### src/rtl/trap_controller.sv
// rtl/trap_controller.sv - M-mode trap entry/return sequencer and trap CSR subset (optional counter: TRAP_COUNT_EN)
module trap_controller #(
    parameter int              XLEN        = 32,
    parameter logic [XLEN-1:0] RESET_MTVEC = 32'h0000_0100
) (
    input  logic            clk,
    input  logic            rst,
    input  logic [4:0]      trapID,
    input  logic [XLEN-1:0] trap_pc_i,
    input  logic [31:0]     faulting_inst_i,
    input  logic [XLEN-1:0] faulting_va_IMEM_i,
    input  logic [XLEN-1:0] faulting_va_DMEM_i,
    input  logic            mret_i,
    input  logic [11:0]     csr_addr_i,
    input  logic            csr_we_i,
    input  logic [XLEN-1:0] csr_wdata_i,
    output logic [XLEN-1:0] csr_rdata_o,
    output logic            redirect_o,
    output logic [XLEN-1:0] redirect_pc_o,
    output logic            busy_o,
    output logic            mie_o
);

    localparam logic [4:0]  EXCEPT_DO_NOTHING = 5'h1F;
    localparam logic [11:0] ADDR_MSTATUS      = 12'h300;
    localparam logic [11:0] ADDR_MTVEC        = 12'h305;
    localparam logic [11:0] ADDR_MEPC         = 12'h341;
    localparam logic [11:0] ADDR_MCAUSE       = 12'h342;
    localparam logic [11:0] ADDR_MTVAL        = 12'h343;
    localparam logic [11:0] ADDR_TRAP_COUNT   = 12'hBC0;

    typedef enum logic [1:0] {
        S_IDLE   = 2'd0,
        S_ENTER  = 2'd1,
        S_RETURN = 2'd2
    } state_t;

    state_t          state;
    logic [XLEN-1:0] mtvec;
    logic [XLEN-1:0] mepc;
    logic [XLEN-1:0] mcause;
    logic [XLEN-1:0] mtval;
    logic            mie;
    logic            mpie;
    logic [XLEN-1:0] mtval_next;
    logic            trap_take;
    logic            mret_take;
    logic            wr_mstatus;
    logic            wr_mtvec;
    logic            wr_mepc;
    logic            wr_mcause;
    logic            wr_mtval;

`ifdef TRAP_COUNT_EN
    logic [31:0]     trap_count;
    logic            wr_trap_count;
    assign wr_trap_count = csr_we_i && (csr_addr_i == ADDR_TRAP_COUNT);
`endif

    // Trap beats mret; both are only honoured from IDLE because the flush kills their sources.
    assign trap_take = (state == S_IDLE) && (trapID != EXCEPT_DO_NOTHING);
    assign mret_take = (state == S_IDLE) && !trap_take && mret_i;

    assign wr_mstatus = csr_we_i && (csr_addr_i == ADDR_MSTATUS);
    assign wr_mtvec   = csr_we_i && (csr_addr_i == ADDR_MTVEC);
    assign wr_mepc    = csr_we_i && (csr_addr_i == ADDR_MEPC);
    assign wr_mcause  = csr_we_i && (csr_addr_i == ADDR_MCAUSE);
    assign wr_mtval   = csr_we_i && (csr_addr_i == ADDR_MTVAL);

    assign mie_o = mie;

    // Select the trap value that accompanies each exception code.
    always_comb begin
        mtval_next = '0;
        case (trapID)
            5'd0:          mtval_next = trap_pc_i;
            5'd2:          mtval_next = XLEN'(faulting_inst_i);
            5'd12:         mtval_next = faulting_va_IMEM_i;
            5'd13, 5'd15:  mtval_next = faulting_va_DMEM_i;
            default:       mtval_next = '0;
        endcase
    end

    // Sequencer: one cycle in ENTER/RETURN, with a registered one-shot redirect.
    always_ff @(posedge clk) begin
        if (rst) begin
            state         <= S_IDLE;
            redirect_o    <= 1'b0;
            redirect_pc_o <= '0;
            busy_o        <= 1'b0;
        end else begin
            case (state)
                S_IDLE: begin
                    if (trap_take) begin
                        state         <= S_ENTER;
                        redirect_o    <= 1'b1;
                        redirect_pc_o <= {mtvec[XLEN-1:2], 2'b00};
                        busy_o        <= 1'b1;
                    end else if (mret_take) begin
                        state         <= S_RETURN;
                        redirect_o    <= 1'b1;
                        redirect_pc_o <= mepc;
                        busy_o        <= 1'b1;
                    end else begin
                        redirect_o    <= 1'b0;
                        busy_o        <= 1'b0;
                    end
                end
                default: begin
                    state      <= S_IDLE;
                    redirect_o <= 1'b0;
                    busy_o     <= 1'b0;
                end
            endcase
        end
    end

    // CSR storage: trap entry and mret override software writes to the registers they touch.
    always_ff @(posedge clk) begin
        if (rst) begin
            mtvec  <= RESET_MTVEC;
            mepc   <= '0;
            mcause <= '0;
            mtval  <= '0;
            mie    <= 1'b0;
            mpie   <= 1'b0;
        end else begin
            if (wr_mtvec) begin
                mtvec <= {csr_wdata_i[XLEN-1:2], 2'b00};
            end
            if (trap_take) begin
                mepc   <= {trap_pc_i[XLEN-1:2], 2'b00};
                mcause <= {{(XLEN-5){1'b0}}, trapID};
                mtval  <= mtval_next;
                mpie   <= mie;
                mie    <= 1'b0;
            end else begin
                if (mret_take) begin
                    mie  <= mpie;
                    mpie <= 1'b1;
                end else if (wr_mstatus) begin
                    mie  <= csr_wdata_i[3];
                    mpie <= csr_wdata_i[7];
                end
                if (wr_mepc) begin
                    mepc <= {csr_wdata_i[XLEN-1:2], 2'b00};
                end
                if (wr_mcause) begin
                    mcause <= csr_wdata_i;
                end
                if (wr_mtval) begin
                    mtval <= csr_wdata_i;
                end
            end
        end
    end

`ifdef TRAP_COUNT_EN
    // Trap counter: software write wins over a same-cycle increment.
    always_ff @(posedge clk) begin
        if (rst) begin
            trap_count <= '0;
        end else if (wr_trap_count) begin
            trap_count <= 32'(csr_wdata_i);
        end else if (trap_take) begin
            trap_count <= trap_count + 32'd1;
        end
    end
`endif

    // Read mux reflects pre-edge state; MPP is hardwired to machine mode.
    always_comb begin
        csr_rdata_o = '0;
        case (csr_addr_i)
            ADDR_MSTATUS: begin
                csr_rdata_o[3]     = mie;
                csr_rdata_o[7]     = mpie;
                csr_rdata_o[12:11] = 2'b11;
            end
            ADDR_MTVEC:  csr_rdata_o = {mtvec[XLEN-1:2], 2'b00};
            ADDR_MEPC:   csr_rdata_o = mepc;
            ADDR_MCAUSE: csr_rdata_o = mcause;
            ADDR_MTVAL:  csr_rdata_o = mtval;
`ifdef TRAP_COUNT_EN
            ADDR_TRAP_COUNT: csr_rdata_o = XLEN'(trap_count);
`endif
            default:     csr_rdata_o = '0;
        endcase
    end

endmodule

### config.mk
export PLATFORM = sky130hd
export DESIGN_NAME = trap_controller
export DESIGN_NICKNAME = d
export VERILOG_FILES = /design/src/rtl/trap_controller.sv
export SDC_FILE = /design/constraint.sdc
export NUM_CORES = 1
export LEC_CHECK = 0
export CORE_AREA = 5 5 179 181
export DETAILED_ROUTE_END_ITERATION = 16
export DIE_AREA = 0 0 184 186
export SLEW_MARGIN = 20
export SYNTH_ARGS = -nofsm -noshare
export SYNTH_HDL_FRONTEND = slang
export SYNTH_SLANG_ARGS = --single-unit
### constraint.sdc
create_clock -name clk -period 6.9 [get_ports clk]
set_input_delay 2.07 -clock clk [delete_from_list [all_inputs] [get_ports clk]]
set_output_delay 2.07 -clock clk [all_outputs]
set_load 0.02 [all_outputs]
**Word-level counts from Yosys, hierarchy flattened**

Index checks and enable logic that the tools add are counted.

- Flip-flop bits (word level): 161
- Bits of input ports: 181
- Output and inout port bits: 67
- Word-level logic and storage cells: 69

- Equal/unequal tests: 10
- Multiplexer cells: 25
- Bitwise operators: 1
- Reduce and logical (&&, ||, !) cells: 22

Operators with widths:

| kind | number |
|---|---|
| $mux W32 | 6 |
| $pmux W32 S4 | 1 |
| $pmux W19 S4 | 1 |
| $eq A12 B10 Y1 const B | 5 |
| $pmux W3 S4 | 3 |
| $eq A5 B4 Y1 const B | 3 |
| $mux W5 | 2 |
| $pmux W1 S5 | 2 |
| $pmux W2 S5 | 1 |
| $reduce_bool A2 Y1 | 5 |
| $mux W1 | 9 |
| $logic_and A1 B1 Y1 | 8 |
| $reduce_or A2 Y1 | 3 |
| $eq A5 B2 Y1 const B | 1 |
| $logic_not A5 Y1 | 1 |
| $ne A5 B5 Y1 const B | 1 |
| $reduce_bool A3 Y1 | 1 |
| $reduce_or A3 Y1 | 1 |
| $logic_not A2 Y1 | 1 |
| $reduce_and A2 Y1 | 1 |
| $logic_not A1 Y1 | 1 |
| $not A1 Y1 | 1 |

**Longest topological paths before layout**

Gate-level depths: netlist of the first run.

- Depth in word-level cells: 7
- Mapped depth: 8
- Gate-level depth less buffers: 4

**Worst setup path before layout of the first run**

OpenSTA, ideal clock, no wires.

- Path kind: in2out
- Start point: input csr_addr_i[1]
- End point: output csr_rdata_o[11]
- Arrival: 3.539 ns
- Required time: 4.830 ns
- Slack: 1.291 ns
- Cell stages on the path: 7
- Path buffers: 3
- Cell sequence: buf_4 -> and3_1 -> clkbuf_1 -> buf_1 -> a21oi_1 -> or3_1 -> a31oi_1

- Word-level cells in the longest chain between the ends: 2
- Elaborated cells on any way between the ends: 6
- Classes of those cells: eq/ne (5); mux (1)

Ends and longest elaborated chain:

| item | RTL line | source |
|---|---|---|
| from (decl) | 14 | `input logic [11:0] csr_addr_i,` |
| $eq A12 B10 Y1 | 174 | `case (csr_addr_i)` |
| $pmux W2 S5 * | 174 |  |
| to (decl) | 17 | `output logic [XLEN-1:0] csr_rdata_o,` |

Mark *: on every way between the ends. The rest lies on a longest branch, timed or not.

**Worst setup path in the final report of the first run**

- Start point: input csr_addr_i[6]
- End point: output csr_rdata_o[14]

- Word-level cells in the longest chain between the ends: 2
- Elaborated cells on any way between the ends: 5
- Classes of those cells: eq/ne (4); mux (1)

Ends and longest elaborated chain:

| item | RTL line |
|---|---|
| $eq A12 B10 Y1 | 174 |
| $pmux W19 S4 * | 174 |

Marks and branches as above.

==> flow_summary_export.csv, run 1 <==
group,metric,value,unit
run_status,outcome,"finished clean",
placed_design,io_buffers,245,
timing,rsz0062_at_grt,"no",
power,intPower,0.00175,W
synthesis,ys_seq_elements,159,
synthesis,ys.flop_type,"dfxtp_1",
critical_path,cp-start-kind,"input port",
grt,grt_usage,23.1,%
detailed_routing,num_vias,10373,
detailed_routing,vias_per_cell,5.80,
timing,tns,0,ps
cells_and_area,area_delta_synth_final,33.6,%
placed_design,gp_congestion,0.947,
hold_path,min_path_type,"register to register",
hold_path,worstHoldStart,"mtval[24]$_SDFFE_PP0P_",
timing,setup_viol,0,
critical_path,critical_path_arrival,4470,ps
synthesis,yosysSeqAreaShare,33.5,%
power,peakVddDrop,0.145,mV
synthesis,async_flop_share,0,%
placed_design,placedCellCount,1754,
detailed_routing,drt_iter0_drc,1151,
timing,period_share,94.8,%
timing,period_minus_slack,6540,ps
flow_run,drv_cap,0,
clock_network,cts.sinks,159,
floorplan,die_x,184,um
clock_network,clockRootBuffer,"clkbuf_16",
clock_network,postCtsSetupBuffers,0,
grt,antenna_found_initial,3,
floorplan,core_area,30300,um^2
power,leakage,4.02,nW
power,clkPwrFrac,41.0,%
critical_path,required,4830,ps
clock_network,cts_hold_buf,0,
hold_path,min_path_cells,2,
power,p_switching,0.000690,W
clock_network,clockBufferDepth,2,
power,p_sw_share,28.3,%
clock_network,clock_latency,430,ps
power,power_frac_comb,17.8,%
grt,grt_pass1_vias,9797,
timing,whs,471,ps
detailed_routing,drt-total-wl,41.2,mm
floorplan,ios,248,
synthesis,synth_edf_count,0,
clock_network,path_clk_slew,60,ps
cells_and_area,stdcell_count,1789,
timing,slew-limit-headroom,27.8,%
timing,final_hold_viol_count,0,
synthesis,syn_area_per_cell,7.79,um^2
clock_network,cts_max_level,4,
cells_and_area,drive_gt1_share,13.7,%
floorplan,rows,64,
clock_network,cts_buffers,17,
critical_path,setup.worst_path.start,"csr_addr_i[6]",
floorplan,die_h,186,um
timing,drv_slew,0,
timing,worst_pin_slew,1080,ps
detailed_routing,detail-route-antenna-nets,0,
critical_path,worstSetupEndpointType,"output port",
cells_and_area,final_nets,1558,
cells_and_area,fillers,3077,
grt,grt_pass1_wl,61.4,mm
critical_path,rrSetupSlack,4730,ps
critical_path,worst_r2r_path_depth,5,
cells_and_area,final_util,42.0,%
timing,skew,10.1,ps
critical_path,criticalPathCategory,"input port to output port",
critical_path,crit_path_max_fanout,10,
detailed_routing,drt_first_pass_iters,5,
synthesis,synthDistinctLibCells,53,
grt,grt_max_degree,72,
floorplan,die-area,34200,um^2
critical_path,r2r-start,"state[1]$_SDFFE_PP0P_",
clock_network,cts_resized,0,
clock_network,cts_tree,"built",
synthesis,syn-instance-count,1220,
detailed_routing,drc,0,
grt,grt-ovfl-total,0,
floorplan,start_util,31.4,%
timing,fmax,0.153,GHz
synthesis,ys_warn_count,0,
detailed_routing,routedWlPerCell,23.0,um
power,p_seq_share,41.1,%
placed_design,hpwl,29.5,mm
synthesis,netlist_area,9510,um^2
power,p_per_area,192,nW/um^2
## placed cells by master, fill, tap and decap left out, types with 6 or more instances in the layout
cell and n:
dfxtp_1 159, a221o_1 28, a21oi_1 116, nor3b_2 28
a221oi_2 28, or3b_2 32, o21ai_0 95, o311ai_1 28
a311oi_1 35, and2_1 32, nand2_1 99, or3_1 6
nor2_1 71, buf_4 55, inv_1 33, clkdlybuf4s50_1 227
clkbuf_16 17, a31oi_1 35, a211oi_1 31, nand3_1 156
## layer usage
metal / track usage, % / part of all wire [%] / routed length (um) / up-vias
li1: - / - / - / 4836
met1: 34.7 / 47 / 19300 / 4934
met2: 33.6 / 42 / 17400 / 556
met3: 4.71 / 9.0 / 3700 / 47
met4: 5.56 / 1.8 / 747 / 0
met5: 0 / 0 / 0 / -
## state kept, by name, indices dropped and copies added, names as in the netlist
register       count
mcause            32
mtval             32
mepc              30
mtvec             30
redirect_pc_o     30
state              2
busy_o             1
mie_o              1
mpie               1
## critical path, cell delays in order
cell and delay [ps]:
clkdlybuf4s50_1 660, nor4b_4 300, nand2_1 160, nor3_4 230
buf_4 220, a221o_1 220, clkdlybuf4s50_1 620
## worst paths after layout
kind	to
worst min register to register	mtval[24]$_SDFFE_PP0P_
worst max-delay path	csr_rdata_o[14]
worst max register to register	mtval[30]$_SDFFE_PP0P_
worst min-delay path	mtval[24]$_SDFFE_PP0P_
## synth_stat cells (5+ instances only)
master / count / area (um^2)
a211oi_1: 31 / 233
dfxtp_1: 159 / 3180
buf_6: 6 / 67.6
o311ai_1: 28 / 245
nand2_1: 99 / 372
nand3_1: 156 / 781
o21ai_0: 96 / 480
buf_1: 5 / 18.8
buf_4: 6 / 45.0
inv_1: 33 / 124
a311oi_1: 35 / 307
nor2_1: 73 / 274
clkbuf_1: 100 / 375
or3_1: 6 / 37.5
buf_2: 30 / 150
a21oi_1: 117 / 586
a221oi_2: 28 / 420
nor3b_2: 28 / 350
or3b_2: 32 / 280
a31oi_1: 35 / 219
and2_1: 33 / 206
a221o_1: 28 / 280
## power groups by stage
| stage | clock, W | sequential [W] | combinational [W] |
|---|---|---|---|
| 6_report | 0.00100 | 0.00100 | 0.000435 |
| 5_1_grt | 0.00105 | 0.00101 | 0.000466 |
| 4_1_cts | 0.00101 | 0.00100 | 0.000433 |
| 3_5_place_dp | 0 | 0.00102 | 0.000430 |
| 3_3_place_gp | 0 | 0.00102 | 0.000428 |
| 2_1_floorplan | 0 | 0.00102 | 0.000207 |
## layout make-up
| class | instances | area [um^2] | share of cell area (%) |
|---|---|---|---|
| clock buffers | 20 | 457 | 3.60 |
| well taps | 396 | 495 | 3.90 |
| multi-input cells | 881 | 5560 | 43.8 |
| diodes | 4 | 10.0 | 0.0788 |
| flip-flops and latches | 159 | 3180 | 25.1 |
| inverters | 33 | 124 | 0.975 |
| repair buffers | 285 | 2720 | 21.4 |
| clock inverters | 11 | 155 | 1.22 |
## cell families after synthesis
logic type             share of synthesized area, %
AOI/OAI and AO/OA                              30.7
and+or+nand+nor                                27.2
other                                        0.0394
DFF                                            33.5
buffers and inverters                          8.42
muxes                                         0.211
## through the flow
step	cell area, um^2	total power, W	worst slack, ps
after floorplan	9510	0.00123	1290
after global placement	12100	0.00145	418
after detailed placement	12100	0.00145	366
after CTS	12700	0.00244	372
after global routing	12700	0.00253	273
final	12700	0.00244	356
Power figures use the tool's default switching activity.
==> run 2: changes to the inputs <==
--- a/config.mk
+++ b/config.mk
@@ -5,9 +5,11 @@
 export SDC_FILE = /design/constraint.sdc
 export NUM_CORES = 1
 export LEC_CHECK = 0
-export CORE_AREA = 5 5 179 181
+export ABC_AREA = 1
+export CORE_AREA = 5 5 176 178
 export DETAILED_ROUTE_END_ITERATION = 16
-export DIE_AREA = 0 0 184 186
+export DIE_AREA = 0 0 181 183
+export PLACE_DENSITY = 0.6
 export SLEW_MARGIN = 20
 export SYNTH_ARGS = -nofsm -noshare
 export SYNTH_HDL_FRONTEND = slang
==> flow_summary_export.csv, run 2 <==
group,metric,value,unit
power,peakVddDrop,0.170,mV
critical_path,cpMostUsedCell,"nand2_1",
cells_and_area,top_regs,"mcause (32), mtval (32)",
floorplan,rows,63,
synthesis,ys_warn_count,0,
timing,slew-limit-headroom,31.9,%
timing,drv_slew,0,
clock_network,cts_resized,0,
clock_network,path_clk_slew,60,ps
floorplan,core_area,29200,um^2
critical_path,crit_slowest_cell,"clkdlybuf4s50_1",
critical_path,setup.worst_path.start,"csr_addr_i[8]",
run_status,outcome,"finished clean",
synthesis,synth_top_cell_area_share,34.7,%
critical_path,crit_path_max_fanout,22,
synthesis,synth.area.top_cells,"dfxtp_1, nand2_1, nor2_1",
grt,grt_max_degree,94,
synthesis,ys_seq_elements,159,
critical_path,rrSetupSlack,4170,ps
critical_path,max_stage_delay,630,ps
clock_network,cts_hold_buf,0,
cells_and_area,regArea,3180,um^2
cells_and_area,area_delta_synth_final,35.0,%
synthesis,yosys.area.top_type,"dfxtp_1",
synthesis,syn-instance-count,1508,
placed_design,gp_congestion,0.913,
clock_network,cts_buffers,17,
synthesis,synth_edf_count,0,
critical_path,r2r-start,"state[0]$_SDFFE_PP0P_",
critical_path,worstPathCellList,"clkdlybuf4s50_1 > nand2_1 > inv_1 > nand2_1 > nor2_2 > nand2_1 > clkinv_1 > buf_12 > nand2_1 > nand4_1 > clkdlybuf4s50_1",
grt,grt-ovfl-total,0,
synthesis,netlist_area,9180,um^2
detailed_routing,vias_per_cell,4.97,
synthesis,ys.flop_type,"dfxtp_1",
timing,setup_ws,492,ps
detailed_routing,num_vias,10345,
synthesis,synthDistinctLibCells,27,
critical_path,criticalPathCategory,"input port to output port",
detailed_routing,drt_iter0_drc,845,
detailed_routing,drc,0,
cells_and_area,final_nets,1860,
synthesis,syn_area_per_cell,6.09,um^2
synthesis,synthTopCellsByCount,"nand2_1, nor2_1, dfxtp_1",
floorplan,ios,248,
critical_path,required,4830,ps
placed_design,postPlaceCellArea,11800,um^2
power,p_per_area,195,nW/um^2
timing,tns,0,ps
clock_network,clockBufferDepth,2,
hold_path,min_path_type,"register to register",
timing,setup_viol,0,
clock_network,clockRootBuffer,"clkbuf_16",
hold_path,worstHoldStart,"mcause[24]$_SDFFE_PP0P_",
detailed_routing,routedWlPerCell,17.6,um
clock_network,cts.sinks,159,
floorplan,die_x,181,um
cells_and_area,multiInputGateArea,5230,um^2
grt,grt_pass1_vias,9922,
cells_and_area,final_common_cell,"nand2_1",
placed_design,hpwl,26.3,mm
floorplan,die_h,183,um
clock_network,cts_max_level,4,
critical_path,worstSetupEndpointType,"output port",
clock_network,cts_tree,"built",
cells_and_area,mostFrequentLayoutCells,"nand2_1, nor2_1, clkdlybuf4s50_1",
timing,final_hold_viol_count,0,
timing,period_share,92.9,%
cells_and_area,fillers,3087,
grt,grt_usage,21.4,%
clock_network,clock_latency,440,ps
detailed_routing,detail-route-antenna-nets,0,
flow_run,drv_cap,0,
synthesis,synth.most_common_cell,"nand2_1",
synthesis,async_flop_share,0,%
cells_and_area,stdcell_count,2083,
placed_design,placedCellCount,2050,
timing,period_minus_slack,6410,ps
detailed_routing,drt-total-wl,36.6,mm
critical_path,cp-start-kind,"input port",
critical_path,crit_buf_inv,5,
placed_design,pre_cts_slack,501,ps
power,leakage,5.28,nW
grt,antenna_found_initial,1,
critical_path,crit_family,"buffers and inverters",
placed_design,io_buffers,245,
synthesis,yosysSeqAreaShare,34.7,%
floorplan,start_util,31.4,%
cells_and_area,drive_gt1_share,5.08,%
grt,grt_pass1_wl,57.3,mm
cells_and_area,postLayoutCellArea,12400,um^2
clock_network,postCtsSetupBuffers,0,
critical_path,critical_path_arrival,4340,ps
timing,worst_pin_slew,1020,ps
floorplan,die-area,33100,um^2
detailed_routing,drt_first_pass_iters,7,
timing,fmax,0.156,GHz
timing,skew,12.8,ps
cells_and_area,final_util,42.4,%
timing,rsz0062_at_grt,"no",
[run 2: logic make-up (layout without fill, tap and decap cells)]
kind of cell           count (synthesis)  in the layout  synth area share (%)
other                                  1              3                0.0408
buffers and inverters                184            367                  8.68
flip-flops                           159            159                  34.7
AND/OR/NAND/NOR                     1002           1002                  47.0
AO/OA/AOI/OAI                        162            162                  9.60
[run 2: tightest hold or removal path: stages (launching register included)]
cell	delay, ps
dfxtp_1	310
inv_1	50
a21oi_1	50
[run 2: layer usage]
layer	GRT usage (%)	wire, um
met2	31.0	15400
met5	0	0
met1	32.4	17800
met3	4.36	2800
met4	5.67	650
[run 2: final cells by class]
class / count / share of cell area (%)
antenna: 1 / 0.0202
clock buffer: 17 / 3.43
clock inverter: 15 / 1.29
inverter: 65 / 1.98
multi-input combinational: 1166 / 42.2
sequential: 159 / 25.7
tap: 390 / 3.94
timing repair buffer: 270 / 21.4
[run 2: per-stage QoR]
step	hold WS, ps	total power, W
after detailed placement	434	0.00148
after floorplan	422	0.00126
after CTS	444	0.00242
final	444	0.00241
after global routing	461	0.00251
after global placement	430	0.00148
[run 2: report_power, final]
| group | total [W] | switching (W) | leakage, nW | internal (W) |
|---|---|---|---|---|
| clock network | 0.000950 | 0.000411 | 0.290 | 0.000539 |
| logic | 0.000462 | 0.000263 | 3.69 | 0.000199 |
| registers | 0.00100 | 0.0000343 | 1.30 | 0.000968 |
[run 2: path summary, 6_finish.rpt]
kind / to / cells after the start
worst min-delay path: mcause[24]$_SDFFE_PP0P_ / 2
worst max-delay path: csr_rdata_o[26] / 11
worst min register to register: mcause[24]$_SDFFE_PP0P_ / 2
worst max register to register: mepc[13]$_SDFFE_PP0P_ / 9
==> run 3: changes to the inputs <==
--- a/config.mk
+++ b/config.mk
@@ -7,6 +7,7 @@
 export LEC_CHECK = 0
 export ABC_AREA = 1
 export CORE_AREA = 5 5 176 178
+export CTS_CLUSTER_DIAMETER = 120
 export DETAILED_ROUTE_END_ITERATION = 16
 export DIE_AREA = 0 0 181 183
 export PLACE_DENSITY = 0.6
==> results of run 3 <==
The final DEF is identical to that of run 2; final timing and power are the same.
